File: src/rtl/intc_pkg.sv
// Shared constants and types for the interrupt controller.
// Register map, FSM encoding and request count.
package intc_pkg;

  localparam int NIRQ = 8;

  localparam logic [1:0] A_MASK = 2'd0;
  localparam logic [1:0] A_PEND = 2'd1;
  localparam logic [1:0] A_ISR  = 2'd2;
  localparam logic [1:0] A_CTRL = 2'd3;

  typedef enum logic [1:0] {
    S_IDLE,
    S_REQ,
    S_CALL,
    S_SERVICE
  } state_t;

endpackage

File: src/rtl/intc_prio_enc.sv
// Fixed-priority encoder: bit 0 wins.
// Reports whether any bit is set and its index.
module intc_prio_enc (
  input  logic [7:0] req,
  output logic       valid,
  output logic [2:0] idx
);

  // lowest set bit selects the index
  always_comb begin
    valid = |req;
    idx   = 3'd0;
    priority case (1'b1)
      req[0]: idx = 3'd0;
      req[1]: idx = 3'd1;
      req[2]: idx = 3'd2;
      req[3]: idx = 3'd3;
      req[4]: idx = 3'd4;
      req[5]: idx = 3'd5;
      req[6]: idx = 3'd6;
      req[7]: idx = 3'd7;
      default: idx = 3'd0;
    endcase
  end

endmodule

File: src/rtl/int_ctrl.sv
// Vectored interrupt controller, 8 edge-triggered lines.
// Define INTC_NEST_EN to allow higher-priority preemption.
import intc_pkg::*;

module int_ctrl #(
  parameter int NIRQ = intc_pkg::NIRQ
) (
  input  logic            CLK,
  input  logic            RSTn,
  input  logic [NIRQ-1:0] IRQ,
  input  logic            INTA,
  input  logic            ret,
  input  logic            WE,
  input  logic [1:0]      ADDR,
  input  logic [7:0]      WDATA,
  output logic [7:0]      RDATA,
  output logic            interrupt,
  output logic            CallInt,
  output logic [2:0]      VEC
);

  logic [7:0] mask;
  logic [7:0] pend;
  logic [7:0] isr;
  logic [7:0] irq_q;
  logic       gie;
  state_t     state;
  state_t     state_nx;

  logic [7:0] elig;
  logic       ev;
  logic [2:0] ei;
  logic       iv;
  logic [2:0] ii;
  logic       can_take;
  logic       take;
  logic       done;
  logic [7:0] irq_edge;
  logic [7:0] ei_oh;
  logic [7:0] ii_oh;
  logic [7:0] w1c;
  logic [7:0] take_clr;
  logic [7:0] done_clr;

  assign elig     = pend & mask & {8{gie}};
  assign irq_edge = IRQ & ~irq_q;
  assign ei_oh    = 8'b1 << ei;
  assign ii_oh    = 8'b1 << ii;

  // a request only wins over the current service if strictly higher
  assign can_take = ev && (!iv || (ei < ii));
  assign take     = (state == S_REQ) && can_take && INTA;
  assign done     = (state == S_SERVICE) && ret;

  assign w1c      = (WE && ADDR == A_PEND) ? WDATA : 8'h00;
  assign take_clr = take ? ei_oh : 8'h00;
  assign done_clr = done ? ii_oh : 8'h00;

  intc_prio_enc u_elig (
    .req   (elig),
    .valid (ev),
    .idx   (ei)
  );

  intc_prio_enc u_isr (
    .req   (isr),
    .valid (iv),
    .idx   (ii)
  );

  // state register
  always_ff @(posedge CLK or negedge RSTn) begin
    if (!RSTn) state <= S_IDLE;
    else       state <= state_nx;
  end

  // next-state selection
  always_comb begin
    state_nx = state;
    unique case (state)
      S_IDLE: begin
        if (can_take) state_nx = S_REQ;
      end
      S_REQ: begin
        if (!can_take)
          state_nx = iv ? S_SERVICE : S_IDLE;
        else if (INTA)
          state_nx = S_CALL;
      end
      S_CALL: begin
        state_nx = S_SERVICE;
      end
      S_SERVICE: begin
        if (ret)
          state_nx = |(isr & ~ii_oh) ? S_SERVICE : S_IDLE;
`ifdef INTC_NEST_EN
        else if (can_take)
          state_nx = S_REQ;
`else
        else
          state_nx = S_SERVICE;
`endif
      end
      default: state_nx = S_IDLE;
    endcase
  end

  // registered handshake outputs and taken vector
  always_ff @(posedge CLK or negedge RSTn) begin
    if (!RSTn) begin
      interrupt <= 1'b0;
      CallInt   <= 1'b0;
      VEC       <= 3'd0;
    end else begin
      interrupt <= (state_nx == S_REQ);
      CallInt   <= (state_nx == S_CALL);
      if (take) VEC <= ei;
    end
  end

  // edge history; zero at reset so a high line counts
  always_ff @(posedge CLK or negedge RSTn) begin
    if (!RSTn) irq_q <= 8'h00;
    else       irq_q <= IRQ;
  end

  // software-visible registers; edge set beats clear
  always_ff @(posedge CLK or negedge RSTn) begin
    if (!RSTn) begin
      mask <= 8'h00;
      pend <= 8'h00;
      isr  <= 8'h00;
      gie  <= 1'b0;
    end else begin
      if (WE && ADDR == A_MASK) mask <= WDATA;
      if (WE && ADDR == A_CTRL) gie  <= WDATA[0];
      pend <= (pend & ~w1c & ~take_clr) | irq_edge;
      isr  <= (isr | take_clr) & ~done_clr;
    end
  end

  // combinational read port
  always_comb begin
    RDATA = 8'h00;
    unique case (ADDR)
      A_MASK: RDATA = mask;
      A_PEND: RDATA = pend;
      A_ISR:  RDATA = isr;
      A_CTRL: RDATA = {7'b0, gie};
      default: RDATA = 8'h00;
    endcase
  end

endmodule

File: config.mk
export PLATFORM = sky130hd
export DESIGN_NAME = int_ctrl
export DESIGN_NICKNAME = d
export VERILOG_FILES = /design/src/rtl/intc_pkg.sv /design/src/rtl/intc_prio_enc.sv /design/src/rtl/int_ctrl.sv
export SDC_FILE = /design/constraint.sdc
export NUM_CORES = 1
export LEC_CHECK = 0
export BUFFER_PORTS_ARGS = -buffer_cell sky130_fd_sc_hd__buf_2
export CORE_UTILIZATION = 50
export CTS_CLUSTER_DIAMETER = 150
export DETAILED_ROUTE_END_ITERATION = 6
export GPL_ROUTABILITY_DRIVEN = 0
export PLACE_DENSITY = 0.75
export SETUP_SLACK_MARGIN = 0.5
export SLEW_MARGIN = 0
export SYNTH_ARGS = -nofsm -noshare
export SYNTH_HDL_FRONTEND = slang
export SYNTH_SLANG_ARGS = --single-unit
File: constraint.sdc
create_clock -name CLK -period 2.4 [get_ports CLK]
set_input_delay 0.48 -clock CLK [delete_from_list [all_inputs] [get_ports CLK]]
set_output_delay 0.48 -clock CLK [all_outputs]
set_load 0.03 [all_outputs]
# Yosys cells after proc, flatten, opt, wreduce, memory -nomap -nowiden
# Index checks and enable logic that the tools add are counted.
dict set report word_totals {
  elab_cells 75
  out_inout_bits 13
  inputBits 23
  register_bits 40
}
dict set report op_classes {
  order_cmp 1
  n_bitwise 14
  n_eq_ne 8
  muxes 27
  n_shift 2
  n_reduce_logical 14
}
# cell n
set op_table {}
lappend op_table {{AND 8 bit} 7}
lappend op_table {{2-to-1 mux 3 bit} 16}
lappend op_table {{NOT 8 bit} 5}
lappend op_table {{one-hot mux 8 bit (4 select lines)} 1}
lappend op_table {{2-to-1 mux 8 bit} 3}
lappend op_table {{OR reduction 8 bit} 3}
lappend op_table {{OR 8 bit} 2}
lappend op_table {{left shift 1 x 3 -> 8 bit, first input constant} 2}
lappend op_table {{2-to-1 mux 2 bit} 6}
lappend op_table {{== test 2 bit, second input constant} 5}
lappend op_table {{one-hot mux 2 bit (4 select lines)} 1}
lappend op_table {{logical AND 1 bit} 7}
lappend op_table {{== test 2 x 1 -> 1 bit, second input constant} 3}
lappend op_table {{logical NOT 2 bit} 2}
lappend op_table {{< comparator 3 bit} 1}
lappend op_table {{logical NOT 1 bit} 1}
lappend op_table {{logical OR 1 bit} 1}

# Longest topological paths before layout
# Gate-level depths: netlist (run 1).
dict set report logic_depth {
  ltp_word 19
  depth_mapped 12
  ltp_nobuf 11
}

# Cells and area by module
# A second synthesis (run 1) with hierarchy kept.
dict set report unflattened {
  cells_unflattened 212
  hier_area_um2 2182.1
}
# mod cells_per_inst instances seq_area_each_um2 area_each_um2
set by_module_without_submodules {}
lappend by_module_without_submodules {int_ctrl 186 1 1001.0 2021.9}
lappend by_module_without_submodules {intc_prio_enc 13 2 0.0 80.1}

# Least setup slack after synthesis (run 1)
# Ideal clock, no wire load.
dict set report synth_timing {
  path_kind {reg2reg}
  from {register isr[4]}
  to {register state[0]}
  path_stages_with_launch 11
  path_slack_ns -0.263
  path_buffers 2
  setup_ns 0.104
  required_time_ns 2.296
  arrival_time_ns 2.559
  period_less_slack_ns 2.663
  cell_sequence {dfrtp_1 -> clkbuf_1 -> or4_4 -> nand2_1 -> ha_1 -> a211oi_1 -> o21ai_0 -> o21a_1 -> buf_6 -> or4_1 -> o311ai_1}
}
dict set report synth_between {
  elab_chain_cells 12
  word_cells_on_any_way 20
  classes_between {order compare (1); shift (1); mux (11); bitwise (2); reduce/logical (5)}
}
# item line
set synth_lines {}
lappend synth_lines {{from (decl)} int_ctrl.sv:24} ;# logic [7:0] isr;
lappend synth_lines {{from (signal assigned)} int_ctrl.sv:138} ;# isr <= (isr | take_clr) & ~done_clr;
lappend synth_lines {{2-to-1 mux 3 bit (5 in a row)} intc_prio_enc.sv:13} ;# priority case (1'b1)
lappend synth_lines {{left shift 1 x 3 -> 8 bit} int_ctrl.sv:48} ;# assign ii_oh = 8'b1 << ii;
lappend synth_lines {{NOT 8 bit} int_ctrl.sv:95} ;# state_nx = |(isr & ~ii_oh) ? S_SERVICE : S_IDLE;
lappend synth_lines {{AND 8 bit} int_ctrl.sv:95}
lappend synth_lines {{OR reduction 8 bit} int_ctrl.sv:95}
lappend synth_lines {{2-to-1 mux 2 bit} int_ctrl.sv:95}
lappend synth_lines {{2-to-1 mux 2 bit} int_ctrl.sv:94} ;# if (ret)
lappend synth_lines {{one-hot mux 2 bit (4 select lines) (*)} int_ctrl.sv:80} ;# unique case (state)
lappend synth_lines {{via state_nx[0]} int_ctrl.sv:28} ;# state_t state_nx;
lappend synth_lines {{to (signal assigned)} int_ctrl.sv:74} ;# else state <= state_nx;
lappend synth_lines {{to (decl)} int_ctrl.sv:27} ;# state_t state;
# The timed path passes the listed nets; every way through them passes the cells marked *.
# A chain may end at the register's enable or synchronous reset.

# Worst setup path in the final report (run 1)
dict set report layout_timing {
  from {register mask[0]}
  to {register isr[6]}
}
dict set report layout_between {
  elab_chain_cells 11
  word_cells_on_any_way 13
  classes_between {order compare (1); shift (1); mux (2); bitwise (4); reduce/logical (5)}
}
# item line
set layout_lines {}
lappend layout_lines {{from (decl)} int_ctrl.sv:22} ;# logic [7:0] mask;
lappend layout_lines {{from (signal assigned)} int_ctrl.sv:130} ;# mask <= 8'h00;
lappend layout_lines {{from (signal assigned)} int_ctrl.sv:135} ;# if (WE && ADDR == A_MASK) mask <= WDATA;
lappend layout_lines {{AND 8 bit (*) (2 in a row)} int_ctrl.sv:45} ;# assign elig = pend & mask & {8{gie}};
lappend layout_lines {{2-to-1 mux 3 bit (*)} intc_prio_enc.sv:13}
lappend layout_lines {{via ei[2]} int_ctrl.sv:32} ;# logic [2:0] ei;
lappend layout_lines {{< comparator 3 bit} int_ctrl.sv:51} ;# assign can_take = ev && (!iv || (ei < ii));
lappend layout_lines {{logical OR 1 bit} int_ctrl.sv:51}
lappend layout_lines {{logical AND 1 bit} int_ctrl.sv:51}
lappend layout_lines {{logical AND 1 bit (2 in a row)} int_ctrl.sv:52} ;# assign take = (state == S_REQ) && can_take && INTA;
lappend layout_lines {{2-to-1 mux 8 bit (*)} int_ctrl.sv:56} ;# assign take_clr = take ? ei_oh : 8'h00;
lappend layout_lines {{OR 8 bit (*)} int_ctrl.sv:138}
lappend layout_lines {{AND 8 bit (*)} int_ctrl.sv:138}
# Marked as above.

==> results of run 1 <==
what timing repair did:
| action | in CTS | in global routing |
|---|---|---|
| gates resized for setup | 37 | 28 |
| endpoints found under the setup margin | 31 | 31 |
| buffers inserted | 7 | 11 |
| pin swaps | 16 | 16 |
| hold buffers | 0 | 0 |
worst paths after layout:
check,start,to,slack (ps),depth (start not counted)
min in group CLK,IRQ[1],irq_q[1],300,1
max in group asynchronous,RSTn,isr[2],1500,1
min,RSTn,interrupt,290,1
max reg2reg,mask[0],isr[6],-280,12
max,mask[0],isr[6],-280,12
min reg2reg,irq_q[1],pend[1],440,1
power by group through the flow:
stage | registers, uW | logic [uW] | clock network, uW
after floorplan | 1000 | 1190 | 0
after global placement | 967 | 1890 | 0
after detailed placement | 972 | 1900 | 0
after CTS | 976 | 2280 | 550
after global routing | 1020 | 3080 | 584
final | 1000 | 2950 | 560
Yosys cell counts (3+ instances only):
cell type,n
mux2_2,10
nand2_1,35
inv_1,16
mux2i_1,8
nand2b_1,4
nor3_1,6
o21ai_0,11
clkbuf_1,5
o22ai_1,6
a2bb2oi_1,4
a21oi_1,11
nand3_1,5
nor4_1,6
a31oi_1,3
buf_2,3
dfrtp_1,40
nor2_1,10
nor4b_1,3
a32o_1,3
metrics by stage:
step                      hold WS [ps]  cells  total power, uW
after floorplan                    184    228             2190
after global placement             412    353             2860
after detailed placement           416    353             2870
after CTS                          297    368             3810
after global routing               289    379             4690
final                              292    379             4510
worst reg2reg max path: cells and delay by family, from the launching register on:
| kind | cells | cell delay (ps) |
|---|---|---|
| buffers and inverters | 2 | 340 |
| flip-flops | 1 | 420 |
| AND/OR/NAND/NOR | 4 | 690 |
| AO/OA/AOI/OAI | 5 | 920 |
| adder cells (fa/ha/maj) | 1 | 230 |
area by class of cell:
class	count	area (um2)	share of cell area
sequential	40	1010	0.301
inverter	16	60.1	0.0180
clock inverter	2	35.0	0.0105
timing repair buffer	103	727	0.218
clock buffer	6	72.6	0.0217
tap	50	62.6	0.0187
multi-input combinational	162	1380	0.413
state kept, by name, summed over array words and instances (netlist names):
| register | flops |
|---|---|
| irq_q | 8 |
| isr | 8 |
| mask | 8 |
| pend | 8 |
| VEC | 3 |
| state | 2 |
| CallInt | 1 |
| gie | 1 |
| interrupt | 1 |
metal layers:
| layer | wire length [um] | track usage |
|---|---|---|
| met1 | 2970 | 0.394 |
| met5 | 0 | 0 |
| met3 | 798 | 0.0633 |
| met4 | 541 | 0.177 |
| met2 | 3920 | 0.510 |
placed cells by master, fill, tap and decap left out, drive strengths merged, types with 3 or more instances in the layout:
cell / Yosys / layout
dfrtp: 40 / 40
nor2: 11 / 11
mux2i: 8 / 8
buf: 5 / 101
o21ai: 11 / 11
nor3: 6 / 6
nand3: 5 / 5
nand2: 35 / 35
clkbuf: 5 / 8
a21oi: 12 / 12
inv: 16 / 16
nor4b: 3 / 3
a32o: 3 / 3
nand2b: 4 / 4
a31oi: 3 / 3
o22ai: 6 / 6
or4: 3 / 3
nor4: 6 / 6
mux2: 10 / 10
a2bb2oi: 4 / 4
cells by family (layout without fill, tap and decap cells):
group                    count (synthesis)  in the layout
AO/OA/AOI/OAI                           58             58
adder cells (fa/ha/maj)                  4              4
buffers and inverters                   26            127
flip-flops                              40             40
multiplexers                            19             19
AND/OR/NAND/NOR                         81             81
==> summary.txt, run 1 <==
Clock network
  – Reg clk slew, reported paths: 90 ps
  – TritonCTS clock tree: done
  – H-tree level count: 2
  – Inserted Clock Buffers: 5
  – Clock buffer depth: 2
  – Clock sink total: 40
  – CTS root buf: clkbuf_8
  – Clock Latency Late Sink: 310 ps

STA
  – Fmax achieved: 373 MHz
  – Final period util: 1.12
  – Max-slew violation count: 0
  – Slew headroom: 0.410
  – Hold Fails Final Rpt: 0
  – Final setup margin: -278 ps
  – Unrepaired setup endpoints after global routing: true
  – Worst-Margin Slew: 885 ps
  – Post-layout min period: 2680 ps
  – Clock skew: 12.3 ps
  – # setup viols final: 19
  – Setup TNS: -3120 ps

Setup path
  – WP data arrival: 2900 ps
  – CP peak stage delay: 420 ps
  – Worst path required time: 2630 ps
  – Crit-path slowest cell: dfrtp_1
  – Bufs and invs on worst path: 2
  – Most frequent CP cell: nor2_1
  – Startpoint Class: flip-flop
  – Crit Path Max Fanout: 7
  – Critical path's top delay family: compound AO/OA/AOI/OAI gates
  – WS Path Type: reg -> reg
  – Crit-path cells: a22oi_2 > nor2_1 > nor2_1 > nand2_1 > inv_2 > ha_4 > a211oi_4 > o21ai_2 > o21a_4 > nor4_4 > buf_4 > a2bb2oi_2
  – Nature of the critical path endpoint: flip-flop

Place
  – HPWL Detailed: 4.41 mm
  – Pre-CTS setup slack: -238 ps
  – Area post-placement: 2810 um2
  – Port bufs: 35

Logic synthesis
  – Cell Area, Synth: 2190 um2
  – Synth Area in Compound Gates: 0.183
  – Cell taking the most area after synthesis: dfrtp_1
  – Area fraction of the dominant cell type after synthesis: 0.458
  – Async SR Flop Fraction: 1.00
  – Avg Cell Area, Syn: 9.59 um2
  – Post-synthesis adder-cell area fraction: 0.0206
  – Yosys cell types: 50
  – Ys Warns: 0
  – Synth Register Bits: 40
  – Main synth FF type: dfrtp_1
  – Cell count after synthesis: 228
  – XOR/XNOR Fraction of Synth Area: 0
  – Post-synth EDFFs: 0
  – Net Count, Synth: 253
  – Simple logic cell fraction of the synthesized area: 0.187
  – Area contributors post-synth: dfrtp_1 46%, nand2_1 6.0%, mux2_2 5.2%
  – Multiplexer share of the synthesized area: 0.0985
  – Largest family of logic cells by synthesized area: simple AND/OR/NAND/NOR gates
  – Register area share after synthesis: 0.458

Pwr
  – Combinational fraction of design power: 0.654
  – Pwr Density: 1350 nW/um2
  – Max VDD drop: 0.955 mV
  – Switching Fraction: 0.435
  – Pint: 2550 uW
  – Sequential share of power: 0.222
  – Leak: 0.00156 uW
  – Sw power: 1960 uW
  – Clock network fraction of total power: 0.124

Final layout
  – Layout Utilization: 0.818
  – Layout cells sized above 1: 0.550
  – Design Area, Final: 3340 um2
  – Diodes inserted: 0
  – Filler Cells Inserted: 208
  – Fin nets: 353
  – Layout area overhead: 52.9%

Floorplan
  – I/O pins: 36
  – DIE HEIGHT: 68.1 um
  – Row cnt: 23
  – Die width: 68.1 um
  – Initial Utilization: 0.535
  – Core area: 4090 um2
  – Die area: 4640 um2

Outcome
  – Violated checks: negative setup slack
  – Outcome: finished with violations

Route
  – WL final: 8.23 mm
  – Via density: 6.44
  – Pre-Repair DR Iteration Count: 7
  – Routed via count: 2442
  – Iteration-0 DRC Markers: 267
  – Wire per inst: 21.7 um
  – Antenna Violating Nets Remaining: 0
  – DRC violations left: 0

GRT
  – Largest net degree at the start of global routing: 41
  – Number of global-route vias before repair: 2219
  – Global-route wire length before repair: 10.4 mm
  – Initial antenna violation count: 0
  – Overflow after GRT: 0
  – Overall Global Routing Usage: 0.316

Worst hold path
  – Worst hold path class: in -> async

Flow run
  – Max_cap viols: 0
No activity file was read; power rests on OpenSTA's default activity.
==> run 2, diff against run 1 <==
--- a/config.mk
+++ b/config.mk
@@ -15,4 +15,5 @@
 export SLEW_MARGIN = 0
 export SYNTH_ARGS = -nofsm -noshare
 export SYNTH_HDL_FRONTEND = slang
+export SYNTH_HIERARCHICAL = 1
 export SYNTH_SLANG_ARGS = --single-unit
==> summary.txt, run 2 <==
Clock network
  – Clock sink total: 40 (unchanged)
  – Hold-fix buffers, CTS: 0 (unchanged)
  – Inserted Clock Buffers: 5 (unchanged)
  – CTS root buf: clkbuf_8 (unchanged)
  – Reg clk slew, reported paths: 80 ps (was 90 ps)
  – Clock Latency Late Sink: 290 ps (was 310 ps)
  – H-tree level count: 2 (unchanged)
  – TritonCTS clock tree: done (unchanged)
  – Clock buffer depth: 2 (unchanged)

Logic synthesis
  – Synth Register Bits: 40 (unchanged)
  – Avg Cell Area, Syn: 10.3 um2 (was 9.59 um2)
  – Area contributors post-synth: dfrtp_1 46%, mux2_2 6.7%, nand2_1 5.2% (was dfrtp_1 46%, nand2_1 6.0%, mux2_2 5.2%)
  – Area fraction of the dominant cell type after synthesis: 0.459 (was 0.458)
  – Async SR Flop Fraction: 1.00 (unchanged)
  – Post-synth EDFFs: 0 (unchanged)
  – Top-count cell post-synth: dfrtp_1 (unchanged)
  – Ys Warns: 6 (was 0)
  – Yosys cell types: 41 (was 50)
  – Synth cell count leaders: 40 x dfrtp_1, 30 x nand2_1, 16 x inv_1 (was 40 x dfrtp_1, 35 x nand2_1, 16 x inv_1)
  – Cell Area, Synth: 2180 um2 (was 2190 um2)
  – Net Count, Synth: 237 (was 253)
  – Register area share after synthesis: 0.459 (was 0.458)
  – Cell count after synthesis: 212 (was 228)
  – Cell taking the most area after synthesis: dfrtp_1 (unchanged)
  – Main synth FF type: dfrtp_1 (unchanged)

Floorplan
  – I/O pins: 36 (unchanged)
  – Die area: 4630 um2 (was 4640 um2)
  – Initial Utilization: 0.534 (was 0.535)
  – Core area: 4090 um2 (unchanged)
  – Die width: 68.1 um (about the same)
  – Row cnt: 23 (unchanged)
  – DIE HEIGHT: 68.1 um (about the same)

Setup path
  – Crit path from: gie (was mask[0])
  – Crit Path Max Fanout: 7 (unchanged)
  – WP data arrival: 2600 ps (was 2900 ps)
  – WS Path Type: reg -> reg (unchanged)
  – Startpoint Class: flip-flop (unchanged)
  – Worst path required time: 2570 ps (was 2630 ps)
  – Reg2Reg Launch Point: gie (was mask[0])
  – Nature of the critical path endpoint: flip-flop (unchanged)

Pwr
  – Leak: 0.00134 uW (was 0.00156 uW)
  – Pwr Density: 1230 nW/um2 (was 1350 nW/um2)
  – Max VDD drop: 0.826 mV (was 0.955 mV)

STA
  – Max-slew violation count: 0 (unchanged)
  – Hold Fails Final Rpt: 0 (unchanged)
  – Final setup margin: -35.4 ps (was -278 ps)
  – Unrepaired setup endpoints after global routing: true (unchanged)
  – Final period util: 1.01 (was 1.12)
  – Worst hold slack: 121 ps (was 292 ps)
  – # setup viols final: 7 (was 19)
  – Fmax achieved: 411 MHz (was 373 MHz)
  – Clock skew: 3.71 ps (was 12.3 ps)
  – Post-layout min period: 2440 ps (was 2680 ps)
  – Slew headroom: 0.615 (was 0.410)
  – Setup TNS: -155 ps (was -3120 ps)
  – Worst-Margin Slew: 572 ps (was 885 ps)

Final layout
  – Layout cells sized above 1: 0.482 (was 0.550)
  – Layout Utilization: 0.726 (was 0.818)
  – Multi-input gate area: 1310 um2 (was 1380 um2)
  – Most common cell after layout, fill and taps aside: dfrtp_1 (was buf_4)
  – Layout area overhead: 36.0% (was 52.9%)
  – FF/Latch Area: 1000 um2 (was 1010 um2)
  – Filler Cells Inserted: 280 (was 208)
  – Diodes inserted: 0 (unchanged)
  – Design Area, Final: 2970 um2 (was 3340 um2)
  – Commonest cells after routing, fill and taps aside: 39 x dfrtp_1, 34 x buf_2, 30 x nand2_1, 26 x buf_4, 14 x inv_1 (was 60 x buf_4, 36 x dfrtp_1, 32 x buf_2, 30 x nand2_1, 13 x inv_1)
  – Fin nets: 302 (was 353)

GRT
  – Overall Global Routing Usage: 0.268 (was 0.316)
  – Number of global-route vias before repair: 1931 (was 2219)
  – Global-route wire length before repair: 9.00 mm (was 10.4 mm)
  – Initial antenna violation count: 0 (unchanged)
  – Largest net degree at the start of global routing: 23 (was 41)
  – Overflow after GRT: 0 (unchanged)

Route
  – Via density: 5.87 (was 6.44)
  – DRC violations left: 0 (unchanged)
  – Iteration-0 DRC Markers: 140 (was 267)
  – Antenna Violating Nets Remaining: 0 (unchanged)
  – Pre-Repair DR Iteration Count: 4 (was 7)
  – WL final: 5.71 mm (was 8.23 mm)
  – Wire per inst: 17.4 um (was 21.7 um)
  – Routed via count: 1926 (was 2442)

Place
  – Pre-CTS setup slack: -64.0 ps (was -238 ps)
  – HPWL Detailed: 4.07 mm (was 4.41 mm)
  – Area post-placement: 2630 um2 (was 2810 um2)
  – Port bufs: 35 (unchanged)

Outcome
  – Outcome: finished with violations (unchanged)
  – Violated checks: negative setup slack (unchanged)

Flow run
  – Max_cap viols: 0 (unchanged)

Worst hold path
  – Worst hold path class: in -> async (unchanged)
==> run 2: area by class of cell <==
type	count	share of cell area
clock buffers	6	0.0278
clock inverters	2	0.00506
well taps	50	0.0211
inverters	16	0.0202
multi-input cells	148	0.442
flip-flops and latches	40	0.338
repair buffers	66	0.146
==> run 2: worst paths after layout <==
kind                            end  slack (ps)  depth (start not counted)
max reg2reg                 pend[2]         -40                         10
min in group CLK           irq_q[7]         300                          1
min                         mask[0]         120                          1
max                         pend[2]         -40                         10
min reg2reg                 pend[1]         430                          1
max in group asynchronous   CallInt        1650                          2
==> run 2: repair_timing <==
item / CTS / global route
endpoints found under the setup margin: 24 / 31
resized for setup: 25 / 12
buffers inserted: 4 / 4
pin swaps: 13 / 3
==> run 2: critical path: stages, from the launching register on <==
cell and delay (ps):
dfrtp_2 430, buf_6 130, and3_4 200, o21ai_2 60
a211oi_2 360, ha_4 270, a211oi_4 230, o21ai_2 130
buf_6 160, nor4b_4 260, o22ai_1 100
==> run 2: power by group <==
group          leakage [uW]  internal (uW)  total [uW]  switching [uW]
logic              0.000831           1000        2150            1150
clock network     0.0000434            233         467             235
registers          0.000470            838        1020             187
==> run 2: cells by family (layout without fill, tap and decap cells) <==
group | Yosys count | in the layout | synth area share
AOI/OAI and AO/OA | 49 | 49 | 0.155
adders and majority gates | 2 | 2 | 0.0115
buffers and inverters | 24 | 90 | 0.0493
DFF | 40 | 40 | 0.459
muxes | 22 | 22 | 0.114
and+or+nand+nor | 75 | 75 | 0.211
==> run 2: per-stage QoR <==
step	instances	power, uW
2_1_floorplan	212	2220
3_5_place_dp	312	2790
6_report	328	3640
5_1_grt	328	3870
3_3_place_gp	312	2760
4_1_cts	324	3480
==> run 2: layer usage <==
layer  GRT usage  part of all wire  vias up
li1            -                 -      898
met1       0.345              0.46      962
met2       0.455              0.48       60
met3      0.0500             0.041        6
met4      0.0755             0.015        0
met5           0                 0        -
